`config.mk`:
```
export PLATFORM = sky130hd
export DESIGN_NAME = boot_loader
export DESIGN_NICKNAME = d
export VERILOG_FILES = /design/src/rtl/boot_pkg.sv /design/src/rtl/boot_loader.sv
export SDC_FILE = /design/constraint.sdc
export NUM_CORES = 1
export LEC_CHECK = 0
export CAP_MARGIN = 25
export CORE_UTILIZATION = 29
export CTS_BUF_LIST = sky130_fd_sc_hd__clkbuf_8
export CTS_CLUSTER_SIZE = 8
export DETAILED_ROUTE_END_ITERATION = 10
export GPL_TIMING_DRIVEN = 0
export PLACE_DENSITY = 0.46
export SLEW_MARGIN = 20
export SYNTH_ARGS = -nofsm -noshare
export SYNTH_HDL_FRONTEND = slang
export SYNTH_SLANG_ARGS = --single-unit
```
`constraint.sdc`:
```
create_clock -name clk -period 3.25 [get_ports clk]
set_input_delay 0.65 -clock clk [delete_from_list [all_inputs] [get_ports clk]]
set_output_delay 0.65 -clock clk [all_outputs]
set_load 0.02 [all_outputs]
```
`src/rtl/boot_pkg.sv`:
```
// Shared definitions for the boot loader: FSM state encoding and the
// constant values driven onto the memory write enables and the core reset.
package boot_pkg;

  typedef enum logic [3:0] {
    IDLE,
    LEN_HI,
    LEN_LO,
    DATA_HI,
    DATA_LO,
    WRITE,
    CSUM,
    HOLD,
    RUN,
    ERROR
  } boot_state_t;

  // Both byte lanes written together: the loader only ever writes whole words.
  localparam logic [1:0] WE_WORD     = 2'b11;
  // Level of cpu_rst that keeps the risc16b core in reset.
  localparam logic       RST_VAL_CPU = 1'b1;

endpackage

```
`src/rtl/boot_loader.sv`:
```
// boot_loader: brings up the risc16b core. Holds the core in reset, takes a
// program image from the host byte link (length hi/lo, big-endian words,
// XOR checksum), writes each word into program memory through its second
// write port, checks the checksum and then releases the core reset after a
// short hold.
//
// Ports:
//   clk       system clock
//   rst       asynchronous active-high reset
//   start     one-cycle pulse; starts a load from IDLE, RUN or ERROR
//   rx_data   host byte
//   rx_valid  rx_data valid
//   rx_ready  loader accepts a byte this cycle (decoded from state)
//   mem_addr  byte address of the word being written (always even)
//   mem_dout  write data, first byte of the word in [15:8]
//   mem_we    byte-lane write enables, 2'b11 for one cycle per word
//   cpu_rst   reset to the risc16b core
//   busy      load in progress
//   done      image loaded and core running
//   err       length or checksum error
module boot_loader #(
  parameter int MAX_WORDS = 32768,
  parameter int RST_HOLD  = 4
) (
  input  logic        clk,
  input  logic        rst,
  input  logic        start,
  input  logic [7:0]  rx_data,
  input  logic        rx_valid,
  output logic        rx_ready,
  output logic [15:0] mem_addr,
  output logic [15:0] mem_dout,
  output logic [1:0]  mem_we,
  output logic        cpu_rst,
  output logic        busy,
  output logic        done,
  output logic        err
);
  import boot_pkg::*;

  localparam logic [16:0] MAX_LEN = 17'(MAX_WORDS);

  boot_state_t state, state_n;
  logic        xfer;
  logic        enter_load;
  logic [15:0] len_word;
  logic [7:0]  len_hi;
  logic [7:0]  data_hi;
  logic [15:0] word_cnt;
  logic [7:0]  hold_cnt;
  logic [7:0]  acc;

  assign xfer     = rx_valid & rx_ready;
  assign len_word = {len_hi, rx_data};

  always_ff @(posedge clk or posedge rst) begin
    if (rst) state <= IDLE;
    else     state <= state_n;
  end

  always_comb begin
    state_n  = state;
    rx_ready = 1'b0;
    unique case (state)
      IDLE: if (start) state_n = LEN_HI;
      LEN_HI: begin
        rx_ready = 1'b1;
        if (rx_valid) state_n = LEN_LO;
      end
      LEN_LO: begin
        rx_ready = 1'b1;
        if (rx_valid) begin
          if ({1'b0, len_word} > MAX_LEN) state_n = ERROR;
          else if (len_word == 16'd0)     state_n = CSUM;
          else                            state_n = DATA_HI;
        end
      end
      DATA_HI: begin
        rx_ready = 1'b1;
        if (rx_valid) state_n = DATA_LO;
      end
      DATA_LO: begin
        rx_ready = 1'b1;
        if (rx_valid) state_n = WRITE;
      end
      // word_cnt still holds the pre-decrement value here
      WRITE: state_n = (word_cnt == 16'd1) ? CSUM : DATA_HI;
      CSUM: begin
        rx_ready = 1'b1;
        if (rx_valid) state_n = (rx_data == acc) ? HOLD : ERROR;
      end
      // hold_cnt is loaded with RST_HOLD on entry, so HOLD lasts RST_HOLD cycles
      HOLD:  if (hold_cnt == 8'd1) state_n = RUN;
      RUN:   if (start) state_n = LEN_HI;
      ERROR: if (start) state_n = LEN_HI;
      default: state_n = IDLE;
    endcase
  end

  assign enter_load = (state_n == LEN_HI) && (state != LEN_HI);

  // Registered outputs, address and checksum: cleared by rst
  always_ff @(posedge clk or posedge rst) begin
    if (rst) begin
      mem_addr <= 16'h0000;
      mem_dout <= 16'h0000;
      mem_we   <= 2'b00;
      cpu_rst  <= RST_VAL_CPU;
      busy     <= 1'b0;
      done     <= 1'b0;
      err      <= 1'b0;
      acc      <= 8'h00;
    end else begin
      mem_we <= 2'b00;
      if (enter_load) begin
        mem_addr <= 16'h0000;
        acc      <= 8'h00;
      end
      // The checksum byte itself is compared, never accumulated
      if (xfer && state != CSUM) acc <= acc ^ rx_data;
      if (xfer && state == DATA_LO) begin
        mem_dout <= {data_hi, rx_data};
        mem_we   <= WE_WORD;
      end
      if (state == WRITE) mem_addr <= mem_addr + 16'd2;
      busy    <= state_n inside {LEN_HI, LEN_LO, DATA_HI, DATA_LO, WRITE, CSUM, HOLD};
      done    <= (state_n == RUN);
      err     <= (state_n == ERROR);
      cpu_rst <= (state_n == RUN) ? ~RST_VAL_CPU : RST_VAL_CPU;
    end
  end

  // Load datapath: only meaningful after being loaded within a transfer
  always_ff @(posedge clk) begin
    if (xfer && state == LEN_HI)  len_hi   <= rx_data;
    if (xfer && state == LEN_LO)  word_cnt <= len_word;
    if (xfer && state == DATA_HI) data_hi  <= rx_data;
    if (state == WRITE)           word_cnt <= word_cnt - 16'd1;
    if (xfer && state == CSUM)    hold_cnt <= 8'(RST_HOLD);
    else if (state == HOLD)       hold_cnt <= hold_cnt - 8'd1;
  end

endmodule

```
-- Word-level counts from Yosys, hierarchy flattened
Cells that the tools add are included.
- output and inout bits: 39
- memory bits (writable): 0
- input bits: 12
- memories: 0
- register bits after elaboration: 90
- memory bits (read-only): 0
- latch bits: 0
- muxes and demuxes: 21
- equality and inequality tests: 23
- divide/modulo/power cells: 0
- reductions and logical operators: 15
- add/subtract/negate cells: 3
- $lt $le $gt $ge: 1
- shift-type cells: 0
- bitwise gates (word level): 2
- $mul: 0
- operator list (kind ; number):
    $mux W16 ; 4
    $mux W4 ; 9
    $eq A4 B3 Y1 const B ; 8
    $pmux W4 S8 ; 1
    $add A16 B2 Y16 const B ; 1
    $eq A16 B1 Y1 const B ; 1
    $eq A4 B2 Y1 const B ; 4
    $eq A4 B4 Y1 const B ; 4
    $gt A16 B16 Y1 const B ; 1
    $logic_not A16 Y1 ; 1
    $mux W8 ; 2
    $sub A16 B1 Y16 const B ; 1
    $eq A4 B1 Y1 const B ; 2
    $eq A8 B1 Y1 const B ; 1
    $eq A8 B8 Y1 ; 1
    $sub A8 B1 Y8 const B ; 1
    $xor A8 B8 Y8 ; 1
    $logic_and A1 B1 Y1 ; 7
    $reduce_bool A7 Y1 ; 1
    $mux W3 ; 2
    $reduce_bool A2 Y1 ; 3
    $reduce_or A5 Y1 ; 1
    $logic_not A4 Y1 ; 1
    $ne A4 B1 Y1 const B ; 1
    5 further kinds ; 6

-- Logic depth before layout (Yosys ltp)
Gate-level depths: netlist of run 1.
- word-level depth: 9
- mapped depth: 9
- gate-level depth less buffers: 8

-- Worst setup path after synthesis of run 1
No wires, ideal clock.
- path type: register -> register
- from: register word_cnt[4]
- to: register word_cnt[15] (data pin)
- path buffers: 0
- data arrival time: 2.154 ns
- stages on the path, launching flop included: 7
- path slack: 0.836 ns
- period minus slack after synthesis: 2.414 ns
- data required time: 2.990 ns
- cell sequence: edfxtp_1 > or3_4 > or4_1 > or3_1 > or3_1 > xor2_1 > o21ai_2
- longest elaborated chain between the ends: 2
- ends and longest elaborated chain (what ; RTL line ; source):
    start, declared ; boot_loader.sv:49 ; logic [15:0] word_cnt;
    start signal, assigned ; boot_loader.sv:136 ; if (xfer && state == LEN_LO) word_cnt <= len_word;
    start signal, assigned ; boot_loader.sv:138 ; if (state == WRITE) word_cnt <= word_cnt - 16'd1;
    $sub A16 B1 Y16 ; boot_loader.sv:138 ;
    $mux W16 ; boot_loader.sv:138 ;
No other way between the ends.
A chain may end at the register's enable or synchronous reset.

-- Final worst setup path of run 1
- from: input port rx_data[7]
- to: register mem_addr[6]
- elaborated cells between the ends (all ways): 12
- classes of those cells: order compare (1); eq/ne (2); mux (6); reduce/logical (3)
- RTL lines (what ; RTL line ; source):
    start, declared ; boot_loader.sv:28 ; input logic [7:0] rx_data,
    $gt A16 B16 Y1 or $eq A8 B8 Y1 (tied branches) ; boot_loader.sv:73, boot_loader.sv:90 ;
    $mux W4 (on tied branches) ; boot_loader.sv:73, boot_loader.sv:90 ;
    $mux W4 (on tied branches) ; boot_loader.sv:72, boot_loader.sv:90 ;
    $pmux W4 S8 (*) ; boot_loader.sv:64 ; unique case (state)
    net state_n[3] ; boot_loader.sv:43 ; boot_state_t state, state_n;
    $eq A4 B1 Y1 (*) ; boot_loader.sv:100 ; assign enter_load = (state_n == LEN_HI) && (state != LEN_HI);
    $logic_and A1 B1 Y1 (*) ; boot_loader.sv:100 ;
    $reduce_bool A2 Y1 (no line) (*) ; n/a ;
    end signal, assigned ; boot_loader.sv:125 ; if (state == WRITE) mem_addr <= mem_addr + 16'd2;
    end, declared ; boot_loader.sv:31 ; output logic [15:0] mem_addr,
The timed path passes the listed nets; every way through them passes the cells marked *.

==> results of run 1 <==
worst max-delay path, cell delays in order:
cell	delay, ps
clkdlybuf4s50_1	620
nor4_1	400
nand4_1	250
nand3_1	160
o221ai_1	300
nor4b_4	520
buf_6	210
o21ai_0	90
cells in the final DEF, fill, tap and decap left out, drive strengths merged, types with 6 or more instances in the layout:
| cell type | count |
|---|---|
| nand4 | 6 |
| mux2 | 8 |
| dfrtp | 47 |
| clkbuf | 21 |
| xnor2 | 21 |
| edfxtp | 32 |
| nor3 | 25 |
| nor2 | 32 |
| o21ai | 34 |
| buf | 8 |
| nand2 | 61 |
| nand3 | 21 |
| and3 | 10 |
| nor4 | 8 |
| clkdlybuf4s50 | 49 |
| inv | 14 |
| dfxtp | 8 |
| or3 | 6 |
| xor2 | 7 |
kinds of logic (layout without fill, tap and decap cells):
family | Yosys count | in the layout
buf+inv | 31 | 97
xor+xnor | 28 | 28
flops | 88 | 88
compound gates | 56 | 56
simple gates | 201 | 201
other cells | 1 | 1
mux | 12 | 12
fa+ha+maj | 5 | 5
final cells by class:
type,instances,area [µm²],area share
flip-flops and latches,88,2320,0.445
multi-input cells,303,1810,0.346
repair buffers,50,510,0.0977
well taps,184,230,0.0441
clock buffers,9,124,0.0237
plain buffers,19,97.6,0.0187
clock inverters,7,85.1,0.0163
inverters,12,45.0,0.00862
registers in the layout (all words and copies together), names as in the netlist:
register  flops
mem_dout     16
word_cnt     16
mem_addr     15
acc           8
data_hi       8
hold_cnt      8
len_hi        8
state         4
busy          1
cpu_rst       1
done          1
err           1
mem_we        1
synthesized netlist by cell type, types with 3 or more instances:
cell	instances
nand2_1	61
dfxtp_1	8
or2_2	5
or3_1	5
clkbuf_1	12
nor2b_1	4
xnor2_1	21
dfrtp_1	47
nor4bb_1	3
nor2_1	32
ha_1	5
inv_1	11
nand4_1	6
nand2b_1	3
nor4_1	8
nand3_1	21
nor3_1	25
a21o_1	3
mux2i_1	4
and2_1	4
o21ai_0	33
buf_2	3
xor2_1	7
edfxtp_1	32
and3_1	10
a21oi_1	4
a31oi_1	4
mux2_2	8
power breakdown:
| part | switching (mW) | total [mW] | internal (mW) |
|---|---|---|---|
| clock | 0.445 | 0.816 | 0.370 |
| combinational | 0.916 | 1.61 | 0.695 |
| sequential | 0.218 | 1.71 | 1.49 |
through the flow:
step	hold WS, ps	TNS [ps]	std cells	setup WS [ps]	power (mW)
3_5_place_dp	429	-2570	656	-161	3.36
6_report	468	0	672	300	4.14
3_3_place_gp	427	-2850	655	-173	3.34
4_1_cts	469	0	672	235	4.19
2_1_floorplan	415	0	422	836	2.77
5_1_grt	506	0	672	3.86	4.45
path summary, 6_finish.rpt:
path,to,cells past startpoint,slack (ps),startpoint
min in group asynchronous,mem_dout[0]$_DFFE_PP0P_,2,600,rst
worst max register to register,word_cnt[15]$_DFFE_PP_,6,660,word_cnt[4]$_DFFE_PP_
worst min register to register,mem_dout[10]$_DFFE_PP0P_,2,470,data_hi[2]$_DFFE_PP_
worst min-delay path,mem_dout[10]$_DFFE_PP0P_,2,470,data_hi[2]$_DFFE_PP_
max in group asynchronous,cpu_rst$_DFF_PP1_,3,2050,rst
worst max-delay path,mem_addr[6]$_DFFE_PP0P_,8,300,rx_data[7]
per-layer routing:
metal,track usage,part of all wire
met5,0,0
met4,0.0414,0.0099
met3,0.0466,0.062
met2,0.203,0.43
met1,0.201,0.50
repair_timing:
action	CTS	global route
setup endpoints to repair	0	3
hold buffers	0	0
resized for setup	0	0
==> flow_summary.json, run 1 <==
{
  "outcome": "completed",
  "setup.worst_path.start_class": "primary input",
  "cp.required_ps": 3520,
  "antenna_left": 0,
  "cts.reportedPaths.clkPinSlew_ps": 100,
  "synth_cells": 422,
  "drive_gt1_frac": 0.0943,
  "ioPinCount": 51,
  "layout.nets": 500,
  "cts_tree": "done",
  "p_leak_nw": 2.03,
  "post-route-drc-count": 0,
  "max_freq_mhz": 339,
  "drtPass1Iterations": 4,
  "fin_crit_sh": 0.908,
  "totalWireLength_um": 9970,
  "syn-cell-area_um2": 4270,
  "min_period_ps": 2950,
  "cts_made_buffers": 9,
  "slew-limit-headroom": 0.490,
  "syn_area_per_cell_um2": 10.1,
  "synth-seq-cells": 88,
  "die_x_um": 123,
  "syn_nets": 439,
  "path_class": "primary input to flip-flop",
  "final_util": 0.361,
  "async_reset_ff_frac": 0.545,
  "clock_latency_ps": 380,
  "cap_violations": 0,
  "nFillCells": 1481,
  "synthMuxAreaShare": 0.0304,
  "die-area_um2": 15200,
  "placedInstanceArea_um2": 5010,
  "htreeDepth": 3,
  "gp_congestion": 0.802,
  "ys_seq_area_frac": 0.544,
  "grt_pass1_wl_um": 16100,
  "end_kind": "flip-flop",
  "cts_setup_buffers": 0,
  "rsz0062_at_grt": "no",
  "grt_usage": 0.142,
  "vias_per_cell": 4.89,
  "yosys_warnings": 0,
  "clockRootBuffer": "clkbuf_8",
  "synth_xor_area_frac": 0.0574,
  "arrival_ps": 3220,
  "areaGrowthSynthToFinish_pct": 22.2,
  "synth_area_leaders": "dfrtp_1 (28%), edfxtp_1 (22%), nand2_1 (5.4%)",
  "clock_path_buffers": 2,
  "synthDistinctLibCells": 53,
  "report.final.slew_viol_count": 0,
  "synth_flop_cell": "dfrtp_1",
  "drtIter0Drc": 185,
  "synthAdderAreaFrac": 0.0146,
  "synth-compound-area-share": 0.0790,
  "tightest_slew_ps": 763,
  "fin_skew_ps": 12.1,
  "antenna_found_initial": 0,
  "drt-wirelength-per-cell_um": 14.8,
  "synth_top_family_by_area": "simple AND/OR/NAND/NOR gates",
  "rows": 44,
  "yosys.area_share.simple": 0.241,
  "crit_fanout": 10,
  "portBuffers": 49,
  "ir_drop_v": 0.000374,
  "grt_overflow": 0,
  "die_h_um": 123,
  "setup_viol": 0,
  "grt_pass1_vias": 3026,
  "dp_hpwl_um": 6910,
  "vias": 3286,
  "start_util": 0.295,
  "min-delay-path-class": "flip-flop to flip-flop",
  "num_antenna_cells": 0,
  "hold_viol": 0,
  "synth.top_cell.area_share": 0.275,
  "design_area_um2": 5220,
  "yosys.area.top_type": "dfrtp_1",
  "grt_start_max_net_pins": 28,
  "coreArea_um2": 14500,
  "power_density_nw_per_um2": 792,
  "clock_sinks": 88,
  "synth-edff-count": 32
}
Power figures use the tool's default switching activity.
==> inputs of run 2 (changes only) <==
--- a/config.mk
+++ b/config.mk
@@ -7,11 +7,11 @@
 export LEC_CHECK = 0
 export CAP_MARGIN = 25
 export CORE_UTILIZATION = 29
-export CTS_BUF_LIST = sky130_fd_sc_hd__clkbuf_8
 export CTS_CLUSTER_SIZE = 8
 export DETAILED_ROUTE_END_ITERATION = 10
+export GPL_ROUTABILITY_DRIVEN = 1
 export GPL_TIMING_DRIVEN = 0
-export PLACE_DENSITY = 0.46
+export PLACE_DENSITY = 0.48
 export SLEW_MARGIN = 20
 export SYNTH_ARGS = -nofsm -noshare
 export SYNTH_HDL_FRONTEND = slang
==> constraint.sdc (replaced) <==
create_clock -name clk -period 2.6 [get_ports clk]
set_input_delay 0.52 -clock clk [delete_from_list [all_inputs] [get_ports clk]]
set_output_delay 0.52 -clock clk [all_outputs]
set_load 0.02 [all_outputs]
==> run 2 against run 1 <==
Effect of this change:
- clock power grew 50%
- clock-buffer cell count grew 2
- worst hold slack lost 30 ps
- sequential power grew 26%
- critical path type is now flip-flop to flip-flop
- largest cell class unchanged
==> flow_summary.json, run 2 (same netlist as run 1, synthesis figures left out) <==
{
  "outcome": "completed",
  "reg2reg_to": "word_cnt[15]$_DFFE_PP_",
  "start_util": 0.295,
  "ir_drop_v": 0.000431,
  "worst_slack_ps": 68.7,
  "vias": 3247,
  "fin_skew_ps": 7.22,
  "rr_worst_depth": 6,
  "hp-start": "data_hi[5]$_DFFE_PP_",
  "fin_crit_sh": 0.974,
  "end_kind": "flip-flop",
  "coreArea_um2": 14500,
  "drtIter0Drc": 169,
  "die_h_um": 123,
  "comb_power_share": 0.384,
  "max_freq_mhz": 395,
  "p_int_mw": 3.48,
  "final_common_cell": "nand2_1",
  "setup.worst_path.start_class": "flip-flop",
  "path_class": "flip-flop to flip-flop",
  "cp.required_ps": 2680,
  "hold_viol": 0,
  "dp_hpwl_um": 6890,
  "p_leak_nw": 2.16,
  "drtPass1Iterations": 4,
  "timing.hold.ws_ps": 438,
  "dp_slack_ps": -689,
  "antenna_found_initial": 0,
  "slew-limit-headroom": 0.507,
  "holdBufCountCts": 0,
  "antenna_left": 0,
  "grt_pass1_vias": 3077,
  "grt_start_max_net_pins": 26,
  "clock_latency_ps": 340,
  "clockRootBuffer": "clkbuf_16",
  "rows": 44,
  "totalWireLength_um": 10100,
  "layout.nets": 504,
  "timing.rr.start": "word_cnt[4]$_DFFE_PP_",
  "final_util": 0.373,
  "min-delay-path-class": "flip-flop to flip-flop",
  "tightest_slew_ps": 738,
  "grt_usage": 0.141,
  "hold_path_depth": 2,
  "clock_sinks": 88,
  "crit_fanout": 5,
  "grt_overflow": 0,
  "seq_power_share": 0.393,
  "num_antenna_cells": 0,
  "grt_pass1_wl_um": 16200,
  "vias_per_cell": 4.80,
  "gp_congestion": 0.815,
  "p_sw_frac": 0.366,
  "top_regs": "mem_dout: 16 flops, word_cnt: 16 flops, mem_addr: 15 flops",
  "die-area_um2": 15200,
  "areaGrowthSynthToFinish_pct": 26.3,
  "p_clk_frac": 0.223,
  "portBuffers": 49,
  "power_density_nw_per_um2": 1020,
  "drt-wirelength-per-cell_um": 14.9,
  "clock_path_buffers": 2,
  "ioPinCount": 51,
  "die_x_um": 123,
  "arrival_ps": 2610,
  "htreeDepth": 3,
  "cts_made_buffers": 9,
  "post-route-drc-count": 0,
  "drive_gt1_frac": 0.124,
  "report.final.slew_viol_count": 0,
  "holdPathEnd": "mem_dout[13]$_DFFE_PP0P_",
  "setup_viol": 0,
  "min_period_ps": 2530,
  "final_cell_mix": "nand2_1 (60), dfrtp_1 (47), clkdlybuf4s50_1 (39)",
  "cap_violations": 0,
  "ff2ff_setup_slack_ps": 70,
  "cts_tree": "done",
  "switching_power_mw": 2.01,
  "cts.reportedPaths.clkPinSlew_ps": 60
}
==> run 2: cell count changes in the layout (fill, tap and decap cells not counted), sizes merged <==
cell           change
bufinv             -1
dlymetal6s2s       +6
dlygate4sd2        +4
clkbuf             +2
inv                -3
clkdlybuf4s50     -10
buf                +4
clkinv             +1
clkinvlp           +1
==> run 2: what timing repair did <==
item	in CTS	in global routing
gates resized for setup	9	16
pin swaps	1	3
setup buffers	2	2
setup endpoints to repair	25	49
==> run 2: stage by stage <==
stage,area (µm²),setup TNS (ps),instances,power (mW)
detailed placement,5010,-17950,656,4.20
global route,5400,-1.85,676,5.86
finish,5400,0,676,5.48
global placement,4990,-26860,655,4.16
CTS,5320,0,674,5.52
floorplan,4270,0,422,3.47
==> run 2: worst max path at each step <==
stage | from | endpoint | slack (ps) | depth (start not counted)
after detailed placement | rx_data[7] | mem_addr[2]$_DFFE_PP0P_ | -690 | 8
after CTS | rx_data[6] | mem_addr[5]$_DFFE_PP0P_ | 10 | 9
after global placement | rx_data[7] | mem_addr[9]$_DFFE_PP0P_ | -720 | 8
after global routing | hold_cnt[2]$_SDFFE_PP1P_ | mem_addr[5]$_DFFE_PP0P_ | -2 | 8
after floorplan | word_cnt[4]$_DFFE_PP_ | word_cnt[15]$_DFFE_PP_ | 190 | 6
final | word_cnt[4]$_DFFE_PP_ | word_cnt[15]$_DFFE_PP_ | 70 | 6
==> run 2: final cells by class <==
class                      count  area (µm²)
fill                        1486        9080
sequential                    88        2320
multi-input combinational    303        1870
timing repair buffer          54         551
clock buffer                  11         243
tap                          184         230
buffer                        19         103
inverter                      12        45.0
clock inverter                 5        33.8
==> run 2: power groups by stage <==
stage / Clock (mW) / Combinational [mW] / Sequential (mW)
3_5_place_dp: 0 / 2.03 / 2.17
4_1_cts: 1.26 / 2.11 / 2.15
5_1_grt: 1.31 / 2.34 / 2.21
3_3_place_gp: 0 / 2.01 / 2.15
2_1_floorplan: 0 / 1.17 / 2.30
6_report: 1.22 / 2.10 / 2.15
==> run 2: metal layers <==
metal,share of wire,GRT usage,wire (µm)
met4,0.014,0.0467,136
met5,0,0,0
met1,0.50,0.200,5070
met2,0.45,0.207,4480
met3,0.038,0.0383,382
==> run 2: worst max-delay path: stages, from the launching register on <==
cell and delay [ps]:
edfxtp_1 440, or3_4 450, or4_4 440, or3_4 390, or3_4 350, xor2_2 150
o21ai_2 60
==> inputs of run 3 (changes only) <==
--- a/config.mk
+++ b/config.mk
@@ -12,7 +12,6 @@
 export GPL_ROUTABILITY_DRIVEN = 1
 export GPL_TIMING_DRIVEN = 0
 export PLACE_DENSITY = 0.48
-export SLEW_MARGIN = 20
 export SYNTH_ARGS = -nofsm -noshare
 export SYNTH_HDL_FRONTEND = slang
 export SYNTH_SLANG_ARGS = --single-unit
==> run 3 against run 2 <==
Effect of this change:
- non-clock buffer count rose by 1
- register-to-register slack barely moved
- critical path depth did not move
==> flow_summary.json, run 3 (same netlist as run 1, synthesis figures left out) <==
{
  "clock_sinks": 88,
  "ir_drop_v": 0.000593,
  "layout.nets": 505,
  "clockRootBuffer": "clkbuf_16",
  "antenna_left": 0,
  "max_freq_mhz": 396,
  "drive_gt1_frac": 0.128,
  "vias": 3257,
  "vias_per_cell": 4.81,
  "die_h_um": 123,
  "power_density_nw_per_um2": 1040,
  "drt-wirelength-per-cell_um": 14.9,
  "outcome": "completed",
  "fin_skew_ps": 12.7,
  "crit_chain": "or3_4 -> or4_4 -> or3_4 -> or3_4 -> xor2_2 -> o21ai_2",
  "comb_power_share": 0.379,
  "rsz0062_at_grt": "no",
  "hold_viol": 0,
  "p_clk_frac": 0.239,
  "clock_latency_ps": 350,
  "htreeDepth": 3,
  "min-delay-path-class": "primary input to async pin",
  "cp.required_ps": 2690,
  "drtIter0Drc": 127,
  "cap_violations": 0,
  "placedInstanceArea_um2": 5010,
  "die-area_um2": 15200,
  "top_layer": "met4",
  "ioPinCount": 51,
  "p_int_mw": 3.60,
  "cts_tree": "done",
  "grt_overflow": 0,
  "switching_power_mw": 2.05,
  "fin_crit_sh": 0.971,
  "cts.reportedPaths.clkPinSlew_ps": 70,
  "nFillCells": 1491,
  "areaGrowthSynthToFinish_pct": 27.2,
  "design_area_um2": 5440,
  "tightest_slew_ps": 738,
  "rows": 44,
  "post-route-drc-count": 0,
  "portBuffers": 49,
  "multi_input_area_um2": 1880,
  "seq_power_share": 0.382,
  "critPathBufInv": 0,
  "wl_met2_um": 4420,
  "num_antenna_cells": 0,
  "slowest_delay_ps": 440,
  "path_class": "flip-flop to flip-flop",
  "setup.worst_path.start_class": "flip-flop",
  "drtPass1Iterations": 4,
  "grt_start_max_net_pins": 38,
  "placed_cells": 656,
  "totalWireLength_um": 10100,
  "grt_usage": 0.141,
  "crit_top_cell": "or3_4",
  "ff2ff_setup_slack_ps": 70,
  "m1WireLength_um": 5200,
  "die_x_um": 123,
  "antenna_found_initial": 0,
  "ff_latch_area_um2": 2320,
  "p_leak_nw": 2.18,
  "p_sw_frac": 0.363,
  "clock_path_buffers": 2,
  "crit_fanout": 4,
  "coreArea_um2": 14500,
  "start_util": 0.295,
  "gp_congestion": 0.815,
  "grt_pass1_vias": 3068,
  "crit_slowest_cell": "edfxtp_1",
  "grt_pass1_wl_um": 16100,
  "final_cell_mix": "nand2_1 (60), dfrtp_1 (47), clkdlybuf4s50_1 (39)",
  "top_regs": "mem_dout: 16 flops, word_cnt: 16 flops, mem_addr: 15 flops",
  "report.final.slew_viol_count": 0,
  "dp_hpwl_um": 6870,
  "slew-limit-headroom": 0.507,
  "setup_viol": 0,
  "cpLargestDelayFamily": "simple AND/OR/NAND/NOR gates",
  "end_kind": "flip-flop",
  "layout.cells.non_filler": 677,
  "met3WireLength_um": 371,
  "final_common_cell": "nand2_1",
  "arrival_ps": 2610,
  "cts_made_buffers": 9,
  "min_period_ps": 2530
}
## run 3: through the flow
stage	hold WS [ps]	power (mW)	utilization	setup slack (ps)	TNS [ps]
floorplan	415	3.47	-	186	0
global placement	424	4.16	0.345	-715	-26860
detailed placement	423	4.21	0.346	-721	-18670
CTS	425	5.61	0.368	9.79	0
global route	445	6.03	0.375	9.24	0
finish	429	5.64	0.375	75.0	0
## run 3: worst paths after layout
| path | from | endpoint | depth (start not counted) |
|---|---|---|---|
| worst min-delay path | rst | mem_dout[4]$_DFFE_PP0P_ | 2 |
| max in group asynchronous | rst | cpu_rst$_DFF_PP1_ | 3 |
| min in group clk | data_hi[5]$_DFFE_PP_ | mem_dout[13]$_DFFE_PP0P_ | 2 |
| worst min register to register | data_hi[5]$_DFFE_PP_ | mem_dout[13]$_DFFE_PP0P_ | 2 |
| worst max-delay path | word_cnt[4]$_DFFE_PP_ | word_cnt[15]$_DFFE_PP_ | 6 |
| worst max register to register | word_cnt[4]$_DFFE_PP_ | word_cnt[15]$_DFFE_PP_ | 6 |
## run 3: power groups by stage
stage / Combinational, mW / Sequential, mW / Clock [mW]
2_1_floorplan: 1.17 / 2.30 / 0
3_3_place_gp: 2.01 / 2.15 / 0
3_5_place_dp: 2.04 / 2.17 / 0
4_1_cts: 2.08 / 2.15 / 1.39
5_1_grt: 2.38 / 2.21 / 1.44
6_report: 2.14 / 2.16 / 1.35
## run 3: repair_timing
item	4_1_cts	5_1_grt
cloned	0	1
pin swaps	1	3
endpoints found under the hold margin	0	0
resized for setup	9	18
setup endpoints to repair	26	45
hold buffers	0	0
setup buffers	1	3
## run 3: cell type report
type,count,area share
multi-input combinational,303,0.345
clock inverter,5,0.0115
tap,184,0.0424
timing repair buffer,55,0.102
clock buffer,11,0.0447
sequential,88,0.427
inverter,12,0.00829
buffer,19,0.0189
## run 3: per-layer routing
| layer | up-vias | global-route usage |
|---|---|---|
| met5 | - | 0 |
| met4 | 0 | 0.0474 |
| met3 | 9 | 0.0406 |
| met2 | 55 | 0.211 |
| met1 | 1565 | 0.195 |
| li1 | 1628 | - |
